===== src/rtl/ec_pkg.sv =====
// Shared types and GF(2) helpers for the erasure-coding parity accumulator.
// Symbols up to GF_MAX_W bits are supported by the helper functions.
package ec_pkg;

   localparam int GF_MAX_W = 32;

   typedef enum logic {
      ACCUM  = 1'b0,
      OUTPUT = 1'b1
   } ec_state_e;

   // Base bit of column i in a flattened W x W bitmatrix.
   function automatic int col_lo(input int i, input int w);
      return i * w;
   endfunction

   // GF(2) dot product: AND then XOR-reduce, no carries.
   function automatic logic gf2_dot(input logic [GF_MAX_W-1:0] a, input logic [GF_MAX_W-1:0] b);
      return ^(a & b);
   endfunction

endpackage


===== src/rtl/gf_bitmatrix_mult.sv =====
// Combinational W x W bitmatrix multiply over GF(2): one dot product per column.
module gf_bitmatrix_mult
   import ec_pkg::*;
#(
   parameter int W = 3
) (
   input  logic [W-1:0]   data_word,
   input  logic [W*W-1:0] bitmatrix_cols,
   output logic [W-1:0]   prod
);

   genvar gi;
   generate
      for (gi = 0; gi < W; gi++) begin : g_col
         assign prod[gi] = gf2_dot(GF_MAX_W'(data_word),
                                   GF_MAX_W'(bitmatrix_cols[col_lo(gi, W) +: W]));
      end
   endgenerate

endmodule


===== src/rtl/ec_parity_accum_engine.sv =====
// Stripe parity accumulator: XORs K bitmatrix products into one parity word.
// Optional statistics counters are enabled with `define EC_ACC_STATS_EN.
module ec_parity_accum_engine
   import ec_pkg::*;
#(
   parameter  int W     = 3,
   parameter  int K     = 4,
   localparam int CNT_W = $clog2(K + 1)
) (
   input  logic             clk,
   input  logic             rst,
   input  logic             data_valid,
   output logic             data_ready,
   input  logic [W-1:0]     data_word,
   input  logic [W*W-1:0]   bitmatrix_cols,
   output logic             parity_valid,
   input  logic             parity_ready,
   output logic [W-1:0]     parity_word,
   output logic [CNT_W-1:0] word_cnt
`ifdef EC_ACC_STATS_EN
   ,
   output logic [31:0]      stripe_cnt,
   output logic [31:0]      stall_cnt
`endif
);

   ec_state_e        state_reg;
   logic [W-1:0]     acc_reg;
   logic [W-1:0]     parity_word_reg;
   logic             parity_valid_reg;
   logic [CNT_W-1:0] word_cnt_reg;

   logic [W-1:0]     prod;
   logic [W-1:0]     acc_next;
   logic             accept;
   logic             last_word;

   gf_bitmatrix_mult #(.W(W)) u_mult (
      .data_word      (data_word),
      .bitmatrix_cols (bitmatrix_cols),
      .prod           (prod)
   );

   // Handing off the parity frees the slot in the same cycle, so ready
   // follows parity_ready combinationally while a parity is pending.
   assign data_ready = (state_reg == ACCUM) || ((state_reg == OUTPUT) && parity_ready);
   assign accept     = data_valid && data_ready;
   assign last_word  = (word_cnt_reg == CNT_W'(K - 1));
   assign acc_next   = (word_cnt_reg == '0) ? prod : (acc_reg ^ prod);

   always_ff @(posedge clk) begin
      if (rst) begin
         state_reg        <= ACCUM;
         acc_reg          <= '0;
         parity_word_reg  <= '0;
         parity_valid_reg <= 1'b0;
         word_cnt_reg     <= '0;
      end else begin
         case (state_reg)
            ACCUM: begin
               if (accept) begin
                  acc_reg <= acc_next;
                  if (last_word) begin
                     parity_word_reg  <= acc_next;
                     parity_valid_reg <= 1'b1;
                     word_cnt_reg     <= '0;
                     state_reg        <= OUTPUT;
                  end else begin
                     word_cnt_reg <= word_cnt_reg + CNT_W'(1);
                  end
               end
            end
            OUTPUT: begin
               if (parity_ready) begin
                  if (accept && (K == 1)) begin
                     // Single-word stripes complete immediately; stay presenting.
                     parity_word_reg <= prod;
                  end else begin
                     if (accept) begin
                        acc_reg      <= prod;
                        word_cnt_reg <= CNT_W'(1);
                     end
                     parity_valid_reg <= 1'b0;
                     state_reg        <= ACCUM;
                  end
               end
            end
            default: begin
               state_reg        <= ACCUM;
               parity_valid_reg <= 1'b0;
            end
         endcase
      end
   end

   assign parity_valid = parity_valid_reg;
   assign parity_word  = parity_word_reg;
   assign word_cnt     = word_cnt_reg;

`ifdef EC_ACC_STATS_EN
   logic [31:0] stripe_cnt_reg;
   logic [31:0] stall_cnt_reg;

   always_ff @(posedge clk) begin
      if (rst) begin
         stripe_cnt_reg <= '0;
         stall_cnt_reg  <= '0;
      end else begin
         if (parity_valid_reg && parity_ready)
            stripe_cnt_reg <= stripe_cnt_reg + 32'd1;
         if (parity_valid_reg && !parity_ready && (stall_cnt_reg != '1))
            stall_cnt_reg <= stall_cnt_reg + 32'd1;
      end
   end

   assign stripe_cnt = stripe_cnt_reg;
   assign stall_cnt  = stall_cnt_reg;
`endif

endmodule


===== config.mk =====
export PLATFORM = sky130hd
export DESIGN_NAME = ec_parity_accum_engine
export DESIGN_NICKNAME = d
export VERILOG_FILES = /design/src/rtl/ec_pkg.sv /design/src/rtl/gf_bitmatrix_mult.sv /design/src/rtl/ec_parity_accum_engine.sv
export SDC_FILE = /design/constraint.sdc
export NUM_CORES = 1
export LEC_CHECK = 0
export BUFFER_PORTS_ARGS = -buffer_cell sky130_fd_sc_hd__buf_2
export CORE_MARGIN = 5
export CORE_UTILIZATION = 45
export DETAILED_ROUTE_END_ITERATION = 16
export HOLD_SLACK_MARGIN = 0.12
export MAX_ROUTING_LAYER = met4
export PLACE_DENSITY = 0.81
export SLEW_MARGIN = 0
export SYNTH_ARGS = -nofsm -noshare
export SYNTH_HDL_FRONTEND = slang
export SYNTH_HIERARCHICAL = 1
export SYNTH_SLANG_ARGS = --single-unit

===== constraint.sdc =====
create_clock -name clk -period 2.1 [get_ports clk]
set_input_delay 0.42 -clock clk [delete_from_list [all_inputs] [get_ports clk]]
set_output_delay 0.42 -clock clk [all_outputs]
set_load 0.01 [all_outputs]

Word level (Yosys, flattened, before mapping). Index checks and enable logic that the tools add are counted.

Add/sub/neg operators: 1. Eq/ne operators: 5. Muxes and demuxes: 18. Bitwise operators: 5. Reductions and logical operators: 10.

Operators by type and width (count): 32-bit XOR reduction (3); 3-bit two-way mux (8); 3-bit case mux with 2 select lines (2); 3-bit AND (3); 3-bit AND reduction (3); 1-bit two-way mux (6); 2-bit != test (second input constant) (3); 1-bit case mux with 2 select lines (2); 3-bit by 1-bit adder with 3-bit output (second input constant) (1); 3-bit by 2-bit == test with 1-bit output (second input constant) (1); 3-bit zero test (1); 3-bit XOR (1); 1-bit logical AND (2); 2-bit by 1-bit != test with 1-bit output (second input constant) (1); 1-bit logical OR (1); 1-bit inverter (1).

Bits in registers: 11. Input port bits: 16. Output and inout bits: 8. Logic and storage cells: 44.

Longest topological paths before layout. Gate-level depths: netlist of run 1.

Word-level depth: 6. Mapped depth: 6.

Cells and area by module. Netlist of run 1, hierarchy kept.

Modules (own cells, without submodules): ec_parity_accum_engine (times used 1, cells each 68, area each 574.3 um^2); gf_bitmatrix_mult (times used 1, cells each 12, area each 101.3 um^2).

Worst setup path after synthesis of run 1. Ideal clock, no wire load.

Kind: input to register. Start: input port bitmatrix_cols[7]. End: register parity_word_reg[2] (netlist: parity_word[2]). Data arrival time: 1472 ps. Slack: 540 ps. Stages on the path: 4. Buffers on the path: 0. Path through: nand2_1 xnor3_1 or3_1 a311oi_2.

Longest elaborated chain between the ends: 4.

RTL lines: from (decl) (line ec_parity_accum_engine.sv:15) `input logic [W*W-1:0] bitmatrix_cols,`; 3-bit AND * (line ec_pkg.sv:19) `return ^(a & b);`; 32-bit XOR reduction * (line ec_pkg.sv:19); via prod[2] (line ec_parity_accum_engine.sv:33) `logic [W-1:0] prod;`; 3-bit XOR (line ec_parity_accum_engine.sv:49) `assign acc_next = (word_cnt_reg == '0) ? prod : (acc_reg ^ prod);`; 3-bit two-way mux * (line ec_parity_accum_engine.sv:49); to (signal assigned) (line ec_parity_accum_engine.sv:64) `parity_word_reg <= acc_next;`; to (signal assigned) (line ec_parity_accum_engine.sv:77) `parity_word_reg <= prod;`; to (decl) (line ec_parity_accum_engine.sv:29) `logic [W-1:0] parity_word_reg;`.

Mark *: on every way through the listed nets, which the timed path passes. The rest lies on a longest branch. A chain may end at the register's enable or synchronous reset.

Worst setup path after layout of run 1.
Start: register state_reg. End: output port data_ready.

Longest elaborated chain between the ends: 2.

RTL lines: from (decl) (line ec_parity_accum_engine.sv:27) `ec_state_e state_reg;`; from (signal assigned) (line ec_parity_accum_engine.sv:53) `state_reg <= ACCUM;`; from (signal assigned) (line ec_parity_accum_engine.sv:67) `state_reg <= OUTPUT;`; from (signal assigned) (line ec_parity_accum_engine.sv:84) `state_reg <= ACCUM;`; 1-bit logical AND / 1-bit inverter (equally long branches); 1-bit logical OR * (line ec_parity_accum_engine.sv:46) `assign data_ready = (state_reg == ACCUM) || ((state_reg == OUTPUT) && parity_ready);`; to (decl) (line ec_parity_accum_engine.sv:13) `output logic data_ready,`.

Mark *: on every way between the ends. The rest lies on a longest branch, timed or not.

==> load_flow_metrics.sql, run 1 <==
INSERT INTO impl_metrics (metric_group, metric, value, unit) VALUES
('clock_tree', 'numClockSinks', '11', ''),
('clock_tree', 'clk_root_buffer_cell', 'clkbuf_4', ''),
('clock_tree', 'path_clk_slew', '70', 'ps'),
('yosys', 'netlist.top_cell.by_area', 'dfxtp_1', ''),
('grt', 'grt_pass1_wl', '2790', 'um'),
('placed_design', 'io_buffers', '23', ''),
('pwr', 'peakVddDrop', '0.000404', 'V'),
('sta', 'max_slew_headroom', '0.634', ''),
('status', 'run_status', 'completed', ''),
('cells_and_area', 'layout.cells.most_common', 'buf_2', ''),
('cells_and_area', 'mostFrequentLayoutCells', 'buf_2, dfxtp_1, nand2_1, o21ai_0', ''),
('yosys', 'synth.top_cells.by_area', 'dfxtp_1, xnor3_1, o21ai_0', ''),
('clock_tree', 'htree_num_levels', '1', ''),
('sta', 'rsz0062_at_grt', 'no', ''),
('yosys', 'dominantRegCellSynth', 'dfxtp_1', ''),
('grt', 'antenna_violations_before_repair', '0', ''),
('routing', 'drc_errors', '0', ''),
('worst_setup_path', 'cp-start-kind', 'flip-flop', ''),
('die', 'fp.dieArea', '2380', 'um2'),
('sta', 'time_the_worst_path_needs_with_i_o_delays_and_setup', '1720', 'ps'),
('worst_setup_path', 'crit_fanout', '12', ''),
('yosys', 'yosys_register_bits', '11', ''),
('die', 'initial_utilization', '0.459', ''),
('worst_setup_path', 'worstPathArrival', '1300', 'ps'),
('clock_tree', 'cts_buffers', '3', ''),
('placed_design', 'place_inst', '116', ''),
('placed_design', 'dp_hpwl', '1180', 'um'),
('sta', 'finalHoldViolCount', '0', ''),
('clock_tree', 'cts_tree', 'done', ''),
('clock_tree', 'cts.path.max_buffers', '2', ''),
('yosys', 'sequential_cell_area_fraction_in_the_yosys_report', '0.326', ''),
('grt', 'grt_pass1_vias', '671', ''),
('routing', 'total_number_of_vias', '660', ''),
('yosys', 'synthesis.instances', '80', ''),
('die', 'placementRows', '14', ''),
('worst_setup_path', 'critical_path_sink', 'data_ready', ''),
('pwr', 'power_leakage', '0.367', 'nW'),
('worst_setup_path', 'worstSetupEndpointType', 'output port', ''),
('yosys', 'synth_top_cell_area_share', '0.326', ''),
('routing', 'routedWlPerCell', '12.8', 'um'),
('sta', 'timing_worst_slew_pin_value', '547', 'ps'),
('worst_setup_path', 'critical_path.reg2reg.startpoint', 'word_cnt[0]', ''),
('cells_and_area', 'area_growth', '20.9', '%'),
('pwr', 'power-per-cell-area', '572', 'nW/um2'),
('routing', 'met2WireLength', '731', 'um'),
('sta', 'tns', '0', 'ps'),
('pwr', 'post-layout-total-power', '0.468', 'mW'),
('worst_setup_path', 'critical_path_class', 'reg -> out', ''),
('cells_and_area', 'stdcell_count', '120', ''),
('cells_and_area', 'insertedDiodeCount', '0', ''),
('sta', 'final_min_period_over_clock_period', '0.818', ''),
('worst_setup_path', 'cp-startpoint', 'state_reg', ''),
('yosys', 'synth.avg_cell_area', '8.45', 'um2'),
('grt', 'largest_net_degree_at_the_start_of_global_routing', '13', ''),
('die', 'die-width', '48.8', 'um'),
('yosys', 'synth_enable_flop_cells', '0', ''),
('worst_setup_path', 'worst_reg_to_reg_path_cell_count', '5', ''),
('routing', 'drtPass1Iterations', '5', ''),
('worst_setup_path', 'worst_ep_required_time', '1680', 'ps'),
('die', 'io_pins', '24', ''),
('cells_and_area', 'final_layout_size_suffix_gt1_frac', '0.269', ''),
('clock_tree', 'cts_hold_buffers_added', '0', ''),
('routing', 'ant_nets', '0', ''),
('worst_setup_path', 'r2r_slack', '570', 'ps'),
('routing', 'routed-wl-met3', '169', 'um'),
('worst_setup_path', 'timing.rr.end', 'parity_word[2]', ''),
('clock_tree', 'postCtsSetupBuffers', '0', ''),
('die', 'die_height', '48.8', 'um'),
('grt', 'grt_use_total', '0.151', ''),
('clock_tree', 'cts_repair_resize_count', '0', ''),
('grt', 'globalRouteOverflowTotal', '0', '');
[how the worst min path moves through the flow]
| stage | start | endpoint | slack (ps) | cells after the start |
|---|---|---|---|---|
| floorplan | acc_reg[0] | acc_reg[0] | 490 | 2 |
| global route | rst | parity_word[2] | 470 | 2 |
| CTS | rst | state_reg | 460 | 2 |
| finish | rst | parity_word[2] | 460 | 2 |
| global placement | parity_valid | parity_valid | 470 | 2 |
| detailed placement | parity_valid | parity_valid | 490 | 2 |
[synth_stat cells, types with 2 or more instances]
library cell  count
a21oi_1           2
a311oi_1          2
a31oi_1           3
dfxtp_1          11
ha_1              2
inv_1             7
nand2_1          10
nand2b_1          3
nor2_1            7
nor2b_1           2
o2111ai_1         3
o21ai_0           8
or3_1             3
or4_1             3
xnor3_1           3
[cells by family (layout without fill, tap and decap cells)]
group           Yosys count  count (layout)  share of synthesized area
buf+inv                  11              35                     0.0796
compound gates           20              20                      0.200
xor+xnor                  3               3                      0.100
fa+ha+maj                 2               2                     0.0370
flops                    11              11                      0.326
simple gates             33              33                      0.257
[power by group]
group          leakage (nW)  total [mW]  switching, mW  internal [mW]
logic                 0.263      0.0955         0.0491         0.0464
clock network        0.0150       0.147         0.0733         0.0736
registers            0.0895       0.225        0.00698          0.218
total                 0.367       0.468          0.129          0.338
[worst max-delay path: stages, from the launching register on]
cell	delay [ps]
dfxtp_1	520
nor2b_1	210
inv_1	130
buf_2	160
[final cells by class]
class	instances	area [um2]
Clock buffer	4	26.3
Sequential cell	11	220
Multi-Input combinational cell	58	402
Fill cell	156	654
Inverter	7	26.3
Timing Repair Buffer	24	123
Tap cell	16	20.0
[metal layers]
metal	vias to the layer above	global-route usage
met3	3	0.0429
met2	32	0.267
met4	0	0.0807
li1	333	-
met5	-	-
met1	292	0.146
[metrics by stage]
stage | util | instance area [um2]
after global routing | 0.555 | 817
after floorplan | - | 676
after detailed placement | 0.537 | 791
after CTS | 0.555 | 817
final | 0.555 | 817
after global placement | 0.537 | 791
(Power assumes the default switching activity.)
==> inputs of run 2 (changes only) <==
- clock period: 2.1 -> 1.6 ns (I/O delays scaled with it)
==> load_flow_metrics.sql, run 2 (synthesis gave the netlist of run 1 again) <==
INSERT INTO impl_metrics (metric_group, metric, value, unit) VALUES
('sta', 'maximum_operating_frequency', '0.672', 'GHz'),
('routing', 'ant_nets', '0', ''),
('routing', 'drt_first_iter_violations', '14', ''),
('grt', 'grt_pass1_wl', '2720', 'um'),
('grt', 'largest_net_degree_at_the_start_of_global_routing', '13', ''),
('clock_tree', 'cts_hold_buffers_added', '0', ''),
('routing', 'wirelength', '1560', 'um'),
('worst_setup_path', 'cp-start-kind', 'flip-flop', ''),
('flow_run', 'maxCapViolations', '0', ''),
('pwr', 'power_leakage', '0.370', 'nW'),
('cells_and_area', 'stdcell_count', '120', ''),
('status', 'run_status', 'completed', ''),
('die', 'initial_utilization', '0.459', ''),
('clock_tree', 'cts.path.max_buffers', '2', ''),
('worst_setup_path', 'worst_reg_to_reg_path_cell_count', '5', ''),
('hold_path', 'hold_start', 'rst', ''),
('die', 'placementRows', '14', ''),
('cells_and_area', 'layout.filler_cells', '151', ''),
('routing', 'drtPass1Iterations', '4', ''),
('clock_tree', 'cts_buffers', '3', ''),
('sta', 'final_report_max_slew_violation_count', '0', ''),
('worst_setup_path', 'critical_path.reg2reg.startpoint', 'word_cnt[1]', ''),
('sta', 'tns', '0', 'ps'),
('die', 'core_region_area', '1470', 'um2'),
('grt', 'grt_pass1_vias', '658', ''),
('die', 'io_pins', '24', ''),
('cells_and_area', 'design.final.nets', '123', ''),
('worst_setup_path', 'r2r_slack', '130', 'ps'),
('worst_setup_path', 'critical_path_class', 'reg -> out', ''),
('worst_setup_path', 'worstPathArrival', '1170', 'ps'),
('placed_design', 'place_inst', '116', ''),
('hold_path', 'worstHoldPathType', 'in -> reg', ''),
('grt', 'globalRouteOverflowTotal', '0', ''),
('sta', 'timing_worst_slew_pin_value', '364', 'ps'),
('die', 'die-width', '48.8', 'um'),
('clock_tree', 'clk_latency', '270', 'ps'),
('die', 'die_height', '48.8', 'um'),
('routing', 'drc_errors', '0', ''),
('hold_path', 'hold_path_depth', '2', ''),
('sta', 'rsz0062_at_grt', 'no', ''),
('sta', 'time_the_worst_path_needs_with_i_o_delays_and_setup', '1490', 'ps'),
('pwr', 'peakVddDrop', '0.000401', 'V'),
('clock_tree', 'htree_num_levels', '1', ''),
('clock_tree', 'clk_root_buffer_cell', 'clkbuf_4', ''),
('grt', 'grt_use_total', '0.141', ''),
('clock_tree', 'path_clk_slew', '70', 'ps'),
('sta', 'final_min_period_over_clock_period', '0.931', ''),
('worst_setup_path', 'crit_fanout', '12', ''),
('cells_and_area', 'area_growth', '22.0', '%'),
('routing', 'routedWlPerCell', '13.0', 'um'),
('cells_and_area', 'mostFrequentLayoutCells', 'buf_2, nand2_1, dfxtp_1, o21ai_0', ''),
('clock_tree', 'cts_tree', 'done', ''),
('die', 'fp.dieArea', '2380', 'um2'),
('placed_design', 'routabilityCongestion', '0.790', ''),
('worst_setup_path', 'timing.rr.end', 'parity_word[1]', ''),
('sta', 'max_slew_headroom', '0.757', ''),
('placed_design', 'io_buffers', '23', ''),
('sta', 'finalHoldViolCount', '0', ''),
('cells_and_area', 'final_layout_size_suffix_gt1_frac', '0.298', ''),
('cells_and_area', 'layout.cells.most_common', 'buf_2', ''),
('grt', 'antenna_violations_before_repair', '0', ''),
('clock_tree', 'numClockSinks', '11', ''),
('routing', 'detail_route.vias_per_cell', '5.54', ''),
('placed_design', 'dp_hpwl', '1190', 'um'),
('sta', 'fin_worst_skew', '1.88', 'ps'),
('hold_path', 'hold_path_end', 'parity_word[2]', ''),
('sta', 'report.final.setup_viol', '0', ''),
('routing', 'total_number_of_vias', '665', ''),
('cells_and_area', 'insertedDiodeCount', '0', ''),
('worst_setup_path', 'worstSetupEndpointType', 'output port', ''),
('pwr', 'power-per-cell-area', '746', 'nW/um2'),
('worst_setup_path', 'worst_ep_required_time', '1280', 'ps');
run 2: cell counts in the layout (fill, tap and decap cells not counted):
Identical to the previous run, type by type.
run 2: how the worst max path moves through the flow:
stage                     endpoint    startpoint  slack [ps]  cells past startpoint
floorplan           parity_word[2]   word_cnt[0]          50                      6
global placement    parity_word[2]  data_word[1]          -9                      5
detailed placement  parity_word[1]  data_word[0]         -80                      5
CTS                 parity_word[1]   word_cnt[0]          50                      5
global route        parity_word[1]   word_cnt[1]         0.6                      5
finish                  data_ready     state_reg         110                      3
run 2: metrics by stage:
stage	worst slack [ps]	power [mW]	instance area (um2)	utilization	hold slack, ps
2_1_floorplan	54.6	0.392	676	-	398
3_3_place_gp	-9.10	0.421	791	0.537	467
3_5_place_dp	-81.2	0.429	791	0.537	476
4_1_cts	51.1	0.622	818	0.556	370
5_1_grt	0.580	0.655	825	0.560	382
6_report	111	0.615	825	0.560	371
run 2: routing by layer:
metal | vias up | GRT usage | share of wire
met1 | 303 | 0.153 | 0.42
met4 | 0 | 0.0538 | 0.013
met5 | - | - | 0
met2 | 27 | 0.239 | 0.48
met3 | 3 | 0.0429 | 0.086
li1 | 332 | - | -
run 2: timing repair:
item,in CTS,in global routing
endpoints found under the setup margin,1,7
hold endpoints to repair,0,0
buffers inserted,0,0
resized for setup,1,3
run 2: cell type report:
cell class | count | area (um2) | area share
multi-input combinational | 58 | 404 | 0.490
clock buffer | 4 | 26.3 | 0.0319
inverter | 7 | 26.3 | 0.0319
timing repair buffer | 24 | 123 | 0.149
tap | 16 | 20.0 | 0.0243
sequential | 11 | 225 | 0.273
run 2: worst max-delay path: stages, from the launching register on:
cell and delay (ps):
dfxtp_4 400, nor2b_1 190, inv_1 140, buf_2 170
run 2: power by group:
group          internal (mW)  switching, mW
Combinational         0.0618         0.0651
Clock                 0.0966         0.0978
Sequential             0.285        0.00902
